### config.mk
export PLATFORM = sky130hd
export DESIGN_NAME = control
export DESIGN_NICKNAME = d
export VERILOG_FILES = /design/src/rtl/control.sv
export SDC_FILE = /design/constraint.sdc
export NUM_CORES = 1
export LEC_CHECK = 0
export CAP_MARGIN = 0
export CORE_MARGIN = 4
export CORE_UTILIZATION = 40
export DETAILED_ROUTE_END_ITERATION = 6
export GPL_TIMING_DRIVEN = 0
export MAX_ROUTING_LAYER = met4
export PLACE_DENSITY = 0.95
export SYNTH_ARGS = -nofsm -noshare
export SYNTH_HDL_FRONTEND = slang
export SYNTH_SLANG_ARGS = --single-unit
### constraint.sdc
create_clock -name clk -period 2.65 [get_ports clk]
set_input_delay 0.265 -clock clk [delete_from_list [all_inputs] [get_ports clk]]
set_output_delay 0.265 -clock clk [all_outputs]
set_load 0.02 [all_outputs]
### src/rtl/control.sv
// LC-3b multicycle datapath controller: a Moore FSM that sequences fetch,
// decode and execute for ALU ops, branches, JMP, LEA and word loads/stores.
package lc3b_types;

  typedef enum logic [3:0] {
    op_br   = 4'b0000,
    op_add  = 4'b0001,
    op_ldb  = 4'b0010,
    op_stb  = 4'b0011,
    op_jsr  = 4'b0100,
    op_and  = 4'b0101,
    op_ldr  = 4'b0110,
    op_str  = 4'b0111,
    op_rti  = 4'b1000,
    op_not  = 4'b1001,
    op_ldi  = 4'b1010,
    op_sti  = 4'b1011,
    op_jmp  = 4'b1100,
    op_shf  = 4'b1101,
    op_lea  = 4'b1110,
    op_trap = 4'b1111
  } lc3b_opcode;

  typedef enum logic [2:0] {
    alu_add  = 3'd0,
    alu_and  = 3'd1,
    alu_not  = 3'd2,
    alu_pass = 3'd3,
    alu_sll  = 3'd4,
    alu_srl  = 3'd5,
    alu_sra  = 3'd6
  } lc3b_aluop;

endpackage

module control
  import lc3b_types::*;
(
  input  logic       clk,
  input  logic       rst_n,
  input  lc3b_opcode opcode,
  input  logic       imm_mode,
  input  logic       br_enable,
  input  logic       mem_resp,
  output logic       load_pc,
  output logic       load_ir,
  output logic       load_regfile,
  output logic       load_mar,
  output logic       load_mdr,
  output logic       load_cc,
  output logic       storemux_sel,
  output logic       marmux_sel,
  output logic       mdrmux_sel,
  output logic       mem_read,
  output logic       mem_write,
  output logic [1:0] pcmux_sel,
  output logic [1:0] alumux_sel,
  output logic [1:0] regfilemux_sel,
  output logic [1:0] mem_byte_enable,
  output lc3b_aluop  aluop,
  output logic [3:0] state_dbg
);

  typedef enum logic [3:0] {
    S_FETCH1    = 4'd0,
    S_FETCH2    = 4'd1,
    S_FETCH3    = 4'd2,
    S_DECODE    = 4'd3,
    S_ADD       = 4'd4,
    S_AND       = 4'd5,
    S_NOT       = 4'd6,
    S_BR        = 4'd7,
    S_BR_TAKEN  = 4'd8,
    S_JMP       = 4'd9,
    S_LEA       = 4'd10,
    S_CALC_ADDR = 4'd11,
    S_LDR1      = 4'd12,
    S_LDR2      = 4'd13,
    S_STR1      = 4'd14,
    S_STR2      = 4'd15
  } state_e;

  state_e state_q, state_d;

  // NOTE: sequential state uses non-blocking assignments so every flop
  // samples the pre-edge value regardless of process ordering.
  always_ff @(posedge clk or negedge rst_n) begin
    if (!rst_n) state_q <= S_FETCH1;
    else        state_q <= state_d;
  end

  always_comb begin
    state_d = state_q;
    case (state_q)
      S_FETCH1: state_d = S_FETCH2;
      S_FETCH2: if (mem_resp) state_d = S_FETCH3;
      S_FETCH3: state_d = S_DECODE;
      S_DECODE: begin
        case (opcode)
          op_add:         state_d = S_ADD;
          op_and:         state_d = S_AND;
          op_not:         state_d = S_NOT;
          op_br:          state_d = S_BR;
          op_jmp:         state_d = S_JMP;
          op_lea:         state_d = S_LEA;
          op_ldr, op_str: state_d = S_CALC_ADDR;
          default:        state_d = S_FETCH1;
        endcase
      end
      S_BR:        state_d = br_enable ? S_BR_TAKEN : S_FETCH1;
      S_CALC_ADDR: state_d = (opcode == op_ldr) ? S_LDR1 : S_STR1;
      S_LDR1:      if (mem_resp) state_d = S_LDR2;
      S_STR1:      state_d = S_STR2;
      S_STR2:      if (mem_resp) state_d = S_FETCH1;
      default:     state_d = S_FETCH1;
    endcase
  end

  assign mem_byte_enable = 2'b11;
  assign state_dbg       = state_q;

  // NOTE: every output gets a default before the case, so no path through
  // this block can leave a variable unassigned and infer a latch.
  // Outputs are also held at defaults while rst_n is low, which drops any
  // in-flight memory strobe in the same cycle the reset arrives.
  always_comb begin
    load_pc        = 1'b0;
    load_ir        = 1'b0;
    load_regfile   = 1'b0;
    load_mar       = 1'b0;
    load_mdr       = 1'b0;
    load_cc        = 1'b0;
    storemux_sel   = 1'b0;
    marmux_sel     = 1'b0;
    mdrmux_sel     = 1'b0;
    mem_read       = 1'b0;
    mem_write      = 1'b0;
    pcmux_sel      = 2'b00;
    alumux_sel     = 2'b00;
    regfilemux_sel = 2'b00;
    aluop          = alu_add;
    if (rst_n) begin
      case (state_q)
        S_FETCH1: begin
          marmux_sel = 1'b1;
          load_mar   = 1'b1;
          load_pc    = 1'b1;
        end
        S_FETCH2, S_LDR1: begin
          mem_read   = 1'b1;
          mdrmux_sel = 1'b1;
          load_mdr   = 1'b1;
        end
        S_FETCH3: load_ir = 1'b1;
        S_ADD, S_AND: begin
          aluop        = (state_q == S_AND) ? alu_and : alu_add;
          alumux_sel   = imm_mode ? 2'b10 : 2'b00;
          load_regfile = 1'b1;
          load_cc      = 1'b1;
        end
        S_NOT: begin
          aluop        = alu_not;
          load_regfile = 1'b1;
          load_cc      = 1'b1;
        end
        S_BR_TAKEN: begin
          pcmux_sel = 2'b01;
          load_pc   = 1'b1;
        end
        S_JMP: begin
          aluop     = alu_pass;
          pcmux_sel = 2'b10;
          load_pc   = 1'b1;
        end
        S_LEA: begin
          regfilemux_sel = 2'b10;
          load_regfile   = 1'b1;
          load_cc        = 1'b1;
        end
        S_CALC_ADDR: begin
          alumux_sel = 2'b01;
          load_mar   = 1'b1;
        end
        S_LDR2: begin
          regfilemux_sel = 2'b01;
          load_regfile   = 1'b1;
          load_cc        = 1'b1;
        end
        S_STR1: begin
          storemux_sel = 1'b1;
          aluop        = alu_pass;
          load_mdr     = 1'b1;
        end
        S_STR2: begin
          storemux_sel = 1'b1;
          mem_write    = 1'b1;
        end
        default: ;
      endcase
    end
  end

endmodule

==> results.json, run 1 <==
{
  "outcome": "finished, final reports clean",
  "leakage_nw": 0.3753,
  "seq_power_share_pct": 13.4,
  "path_delay_family": "buffers and inverters",
  "placement_rows": 13,
  "die_x_um": 47.15,
  "clkLatencyLatePin_ns": 0.24,
  "period_needed_ns": 2.408,
  "initialDrtViolationCount": 40,
  "cell_seen_most_often_among_critical_path_stages": "sky130_fd_sc_hd__clkdlybuf4s50_1",
  "cellPowerDensity_nw_per_um2": 817.7,
  "cell_by_cell_listing_of_the_critical_path": "clkdlybuf4s50_1 > nand2_1 > nor2_1 > buf_4 > clkdlybuf4s50_1",
  "mappedNetlistArea_um2": 613.1,
  "r2r_setup_slack_ns": 1.40,
  "critPathArrivalTime_ns": 2.14,
  "vdd_ir_drop_max_mv": 0.4551,
  "layout-drive-gt1-share_pct": 13.08,
  "flow.area_growth_from_synthesis_pct": 57.96,
  "dpl-instance-area_um2": 945.9,
  "intPower_mw": 0.3970,
  "cp-end-kind": "output port",
  "clock_tree_from_tritoncts": "built",
  "placed_cells_incl_taps": 142,
  "setup_viol_count_final": 0,
  "fin_tns_setup_ns": 0,
  "initial_core_util_pct": 44.87,
  "grt_setup_unrepaired": "false",
  "cts_buffers": 3,
  "layout_commonest_cell": "sky130_fd_sc_hd__clkdlybuf4s50_1",
  "num-fill-cells": 121,
  "largest_register_ffs": 4,
  "timing.critical_path.required_ns": 2.38,
  "criticalPathCategory": "in2out",
  "finalWirelength_um": 1941,
  "fin_hold_ws_ns": 0.3494,
  "cts.sink_count": 4,
  "globalRoute.totalOverflow": 0,
  "timing.final.crit_share_pct": 90.86,
  "layout.cell_area.non_filler_um2": 968.4,
  "combined_area_of_the_multi_input_logic_cells_um2": 441.7,
  "h_tree_lvl_count": 1,
  "grt_pass1_wl_um": 3139,
  "synth-seq-cells": 4,
  "fin_max_slew_vios": 0,
  "grt_max_degree": 14,
  "antennaDiodeCount": 0,
  "vias": 831,
  "antenna_found_initial": 0,
  "buffer_ports.inserted": 31,
  "postSynthAreaPerCell_um2": 6.454,
  "regToRegStartpoint": "state_dbg[0]",
  "synth_top_cell_area_share_pct": 16.33,
  "fmax_mhz": 415.3,
  "number_of_nets_in_the_finished_design": 141,
  "drc": 0,
  "power_total_mw": 0.7918,
  "holdCritPathClass": "in2async",
  "max-cap-violations": 0,
  "worstPathBufferInverterCount": 3,
  "switching_power_of_the_nets_mw": 0.3949,
  "critical_path.max_stage_delay_ns": 0.75,
  "final_cells": 145,
  "groute.usage.overall_pct": 21.09,
  "timing.critical_path.fanout_max": 13,
  "ios": 35,
  "ant_nets": 0,
  "cp-start-kind": "input pin",
  "place.gp.congestion": 0.8293,
  "drtPass1Iterations": 4,
  "synth-warning-count": 0,
  "dieArea_um2": 2223,
  "hpwlAfterDp_um": 1510,
  "comb_power_share_pct": 77.0,
  "post_cts_hold_buffer_count": 0,
  "detail_route.vias_per_cell": 5.731,
  "clkPwrFrac_pct": 9.6,
  "die_y_um": 47.15,
  "synth.distinct_cells": 33,
  "finalClockSkew_ns": 0.001774,
  "synth_top_cells_by_area": "sky130_fd_sc_hd__dfrtp_1 (16%), sky130_fd_sc_hd__nand2_1 (6.7%), sky130_fd_sc_hd__buf_4 (6.1%)",
  "postCtsResizedCells": 0,
  "critical_register_to_register_path_endpoint": "state_dbg[2]",
  "root_buffer": "sky130_fd_sc_hd__clkbuf_4",
  "power.switching_fraction_pct": 49.87,
  "layout.area.seq_um2": 100.1,
  "synth_sequential_area_ratio_pct": 16.33,
  "placeableCoreArea_um2": 1366,
  "most_area_hungry_cell_type_in_the_yosys_netlist": "sky130_fd_sc_hd__dfrtp_1",
  "wl_per_cell_um": 13.39,
  "clkSlewWorstSetupHoldPaths_ns": 0.04,
  "mostFrequentLayoutCells": "sky130_fd_sc_hd__clkdlybuf4s50_1 (31), sky130_fd_sc_hd__nand2_1 (11), sky130_fd_sc_hd__nor2_1 (9)",
  "grt_pass1_vias": 716,
  "cts_setup_buffers": 0,
  "worst_path_max_delay_cell": "sky130_fd_sc_hd__clkdlybuf4s50_1",
  "clk_path_buf_depth": 2,
  "post_synthesis_instance_total": 95,
  "r2r_cells": 3,
  "timing.final.hold_violations": 0
}
[final cells by class]
type                       count  share of cell area (%)
inverter                       2                  0.7752
clock buffer                   3                   2.326
buffer                        11                   6.977
tap                           15                   1.938
timing repair buffer          31                   32.04
multi-input combinational     79                   45.61
sequential                     4                   10.34
[power groups by stage]
stage                     sequential [mW]  clock [mW]  combinational, mW
final                               0.106      0.0763              0.610
after CTS                           0.106      0.0763              0.604
after floorplan                     0.128           0              0.363
after global placement              0.104           0              0.590
after global routing                0.111      0.0814              0.664
after detailed placement            0.107           0              0.602
[stage by stage]
stage / util, % / worst slack, ns
after floorplan: - / 0.8287
after global placement: 69.23 / 0.2919
after CTS: 70.88 / 0.2288
after global routing: 70.88 / 0.08838
final: 70.88 / 0.2423
after detailed placement: 69.23 / 0.2347
[per-layer routing]
layer / wire, um / GRT usage [%]
met3: 161 / 3.448
met4: 48 / 13.26
met2: 945 / 33.60
met5: 0 / -
met1: 785 / 24.31
[worst reg2reg max path, delay by kind of cell, from the launching register on]
kind                   cells  cell delay, ns
flip-flops                 1            0.39
AND/OR/NAND/NOR            1            0.18
AO/OA/AOI/OAI              1            0.33
buffers and inverters      1            0.23
[worst max path at each step]
stage | startpoint | endpoint | slack, ns | cells after the start
5_1_grt | rst_n | load_pc | 0.09 | 4
6_report | rst_n | mem_read | 0.24 | 5
4_1_cts | state_dbg[1] | load_regfile | 0.23 | 7
3_3_place_gp | rst_n | mem_read | 0.29 | 5
2_1_floorplan | state_dbg[1] | load_regfile | 0.83 | 6
3_5_place_dp | rst_n | mem_read | 0.23 | 5
[cells in the mapped netlist]
library cell / number
sky130_fd_sc_hd__a211o_1: 1
sky130_fd_sc_hd__a21boi_0: 2
sky130_fd_sc_hd__a21oi_1: 5
sky130_fd_sc_hd__a22oi_1: 1
sky130_fd_sc_hd__a31oi_1: 3
sky130_fd_sc_hd__and2_1: 2
sky130_fd_sc_hd__and3_1: 2
sky130_fd_sc_hd__buf_2: 6
sky130_fd_sc_hd__buf_4: 5
sky130_fd_sc_hd__conb_1: 2
sky130_fd_sc_hd__dfrtp_1: 4
sky130_fd_sc_hd__inv_1: 1
sky130_fd_sc_hd__inv_2: 1
sky130_fd_sc_hd__maj3_1: 1
sky130_fd_sc_hd__nand2_1: 11
sky130_fd_sc_hd__nand2b_1: 5
sky130_fd_sc_hd__nand3_1: 4
sky130_fd_sc_hd__nand3b_1: 1
sky130_fd_sc_hd__nor2_1: 9
sky130_fd_sc_hd__nor2b_1: 3
sky130_fd_sc_hd__nor3_1: 5
sky130_fd_sc_hd__nor3b_1: 2
sky130_fd_sc_hd__nor4_1: 1
sky130_fd_sc_hd__o21a_1: 2
sky130_fd_sc_hd__o21ai_0: 5
sky130_fd_sc_hd__o21ai_1: 1
sky130_fd_sc_hd__o22a_1: 1
sky130_fd_sc_hd__o22ai_1: 1
sky130_fd_sc_hd__o31ai_1: 2
sky130_fd_sc_hd__o31ai_2: 1
sky130_fd_sc_hd__o41ai_1: 1
sky130_fd_sc_hd__or2_2: 1
sky130_fd_sc_hd__or3_1: 3
[cells by family after synthesis]
group / after synthesis / share of synthesized area, %
simple gates: 49 / 40.61
flops: 4 / 16.33
fa+ha+maj: 1 / 1.633
compound gates: 26 / 27.96
buf+inv: 13 / 12.24
other cells: 2 / 1.225
(Power assumes the default switching activity.)
==> inputs of run 2 (changes only) <==
- CORE_MARGIN: 4 -> 3
- clock period: 2.65 -> 2.8 ns (I/O delays scaled with it)
==> results.json, run 2 (synthesized netlist as in run 1, its figures left out) <==
{
  "cell_seen_most_often_among_critical_path_stages": "sky130_fd_sc_hd__clkdlybuf4s50_1",
  "cell_by_cell_listing_of_the_critical_path": "clkdlybuf4s50_1 > nand2_1 > nor3b_1 > clkdlybuf4s50_1",
  "cp-endpoint": "pcmux_sel[0]",
  "finalClockSkew_ns": 0.004817,
  "clkLatencyLatePin_ns": 0.24,
  "finish.utilization_pct": 70.88,
  "root_buffer": "sky130_fd_sc_hd__clkbuf_4",
  "post_cts_hold_buffer_count": 0,
  "vdd_ir_drop_max_mv": 0.4262,
  "clk_path_buf_depth": 2,
  "outcome": "finished, final reports clean",
  "flow.area_growth_from_synthesis_pct": 57.96,
  "switching_power_of_the_nets_mw": 0.3780,
  "antenna_found_initial": 0,
  "cellPowerDensity_nw_per_um2": 778.5,
  "fin_max_slew_vios": 0,
  "dieArea_um2": 2039,
  "comb_power_share_pct": 77.0,
  "r2r_setup_slack_ns": 1.54,
  "placement_rows": 13,
  "number_of_nets_in_the_finished_design": 141,
  "mostFrequentLayoutCells": "sky130_fd_sc_hd__clkdlybuf4s50_1 (31), sky130_fd_sc_hd__nand2_1 (11), sky130_fd_sc_hd__nor2_1 (9)",
  "drtPass1Iterations": 4,
  "largest_register_ffs": 4,
  "seq_power_share_pct": 13.4,
  "regToRegStartpoint": "state_dbg[3]",
  "groute.usage.overall_pct": 21.36,
  "finalWirelength_um": 1950,
  "die_y_um": 45.15,
  "vias": 839,
  "timing.critical_path.required_ns": 2.52,
  "r2r_cells": 3,
  "fmax_mhz": 398.0,
  "postCtsResizedCells": 0,
  "period_needed_ns": 2.513,
  "globalRoute.totalOverflow": 0,
  "grt_max_degree": 14,
  "antennaDiodeCount": 0,
  "grtUsageMet1_pct": 22.97,
  "layout.cell_area.non_filler_um2": 968.4,
  "h_tree_lvl_count": 1,
  "wl_per_cell_um": 13.45,
  "grt_pass1_vias": 735,
  "clkPwrFrac_pct": 9.6,
  "ant_nets": 0,
  "grt_pass1_wl_um": 3132,
  "criticalPathCategory": "in2out",
  "place.gp.congestion": 0.8552,
  "timing.critical_path.fanout_max": 13,
  "setup_viol_count_final": 0,
  "ios": 35,
  "grtUsageMet3_pct": 2.390,
  "cts_buffers": 3,
  "cp-end-kind": "output port",
  "holdCritPathClass": "in2async",
  "hpwlAfterDp_um": 1510,
  "max-cap-violations": 0,
  "power.switching_fraction_pct": 50.14,
  "worst_path_max_delay_cell": "sky130_fd_sc_hd__clkdlybuf4s50_1",
  "fin_tns_setup_ns": 0,
  "initial_core_util_pct": 44.87,
  "timing.final.hold_violations": 0,
  "cts.sink_count": 4,
  "layout-drive-gt1-share_pct": 13.08,
  "layout_setup_ws_ns": 0.2874,
  "die_x_um": 45.15,
  "dpl-instance-area_um2": 945.9,
  "initialDrtViolationCount": 26,
  "grt_setup_unrepaired": "false",
  "busiest_layer": "met2",
  "crit_start": "rst_n",
  "cp-start-kind": "input pin",
  "drc": 0,
  "timing.final.crit_share_pct": 89.74,
  "fin_hold_ws_ns": 0.3732,
  "num-fill-cells": 119,
  "layout_commonest_cell": "sky130_fd_sc_hd__clkdlybuf4s50_1",
  "intPower_mw": 0.3759,
  "detail_route.vias_per_cell": 5.786,
  "detailedPlace.worstSlack_ns": 0.3194,
  "cts_setup_buffers": 0,
  "critical_path.max_stage_delay_ns": 0.77,
  "buffer_ports.inserted": 31,
  "clkSlewWorstSetupHoldPaths_ns": 0.04,
  "leakage_nw": 0.3753,
  "grt.met2_usage_pct": 37.29,
  "placeableCoreArea_um2": 1366,
  "clock_tree_from_tritoncts": "built",
  "critPathArrivalTime_ns": 2.23,
  "critical_register_to_register_path_endpoint": "state_dbg[1]"
}
==> run 2: cell counts in the layout (fill, tap and decap cells not counted) <==
Identical to the previous run, type by type.
==> run 2: final cells by class <==
class                   count  area, um^2  area share, %
clock buffers               3       22.52          2.326
plain buffers              11       67.56          6.977
multi-input cells          79       441.7          45.61
inverters                   2       7.507         0.7752
well taps                  15       18.77          1.938
repair buffers             31       310.3          32.04
flip-flops and latches      4       100.1          10.34
==> run 2: critical path: cells and delay by family <==
kind                   cells  cell delay (ns)
buffers and inverters      2             1.42
and+or+nand+nor            2             0.52
==> run 2: metrics by stage <==
step | std cells | total power, mW
2_1_floorplan | 96 | 0.4643
3_3_place_gp | 142 | 0.6555
5_1_grt | 145 | 0.8113
6_report | 145 | 0.7539
3_5_place_dp | 142 | 0.6741
4_1_cts | 145 | 0.7493
==> run 2: how the worst min path moves through the flow <==
stage | slack, ns | from | endpoint
after floorplan | -0.02 | rst_n | state_dbg[0]
after global placement | 0.60 | rst_n | state_dbg[0]
after detailed placement | 0.62 | rst_n | state_dbg[0]
after CTS | 0.37 | rst_n | state_dbg[3]
after global routing | 0.38 | rst_n | state_dbg[2]
final | 0.37 | rst_n | state_dbg[3]
==> run 2: routing by layer <==
metal | vias to the layer above | wire, um
li1 | 406 | -
met1 | 382 | 725
met2 | 47 | 1036
met3 | 4 | 152
met4 | 0 | 36
met5 | - | 0
==> run 2: power by group through the flow <==
stage | clock network [mW] | logic, mW | registers [mW]
2_1_floorplan | 0 | 0.343 | 0.121
3_3_place_gp | 0 | 0.557 | 0.0982
3_5_place_dp | 0 | 0.573 | 0.101
4_1_cts | 0.0740 | 0.575 | 0.100
5_1_grt | 0.0805 | 0.627 | 0.103
6_report | 0.0725 | 0.581 | 0.101
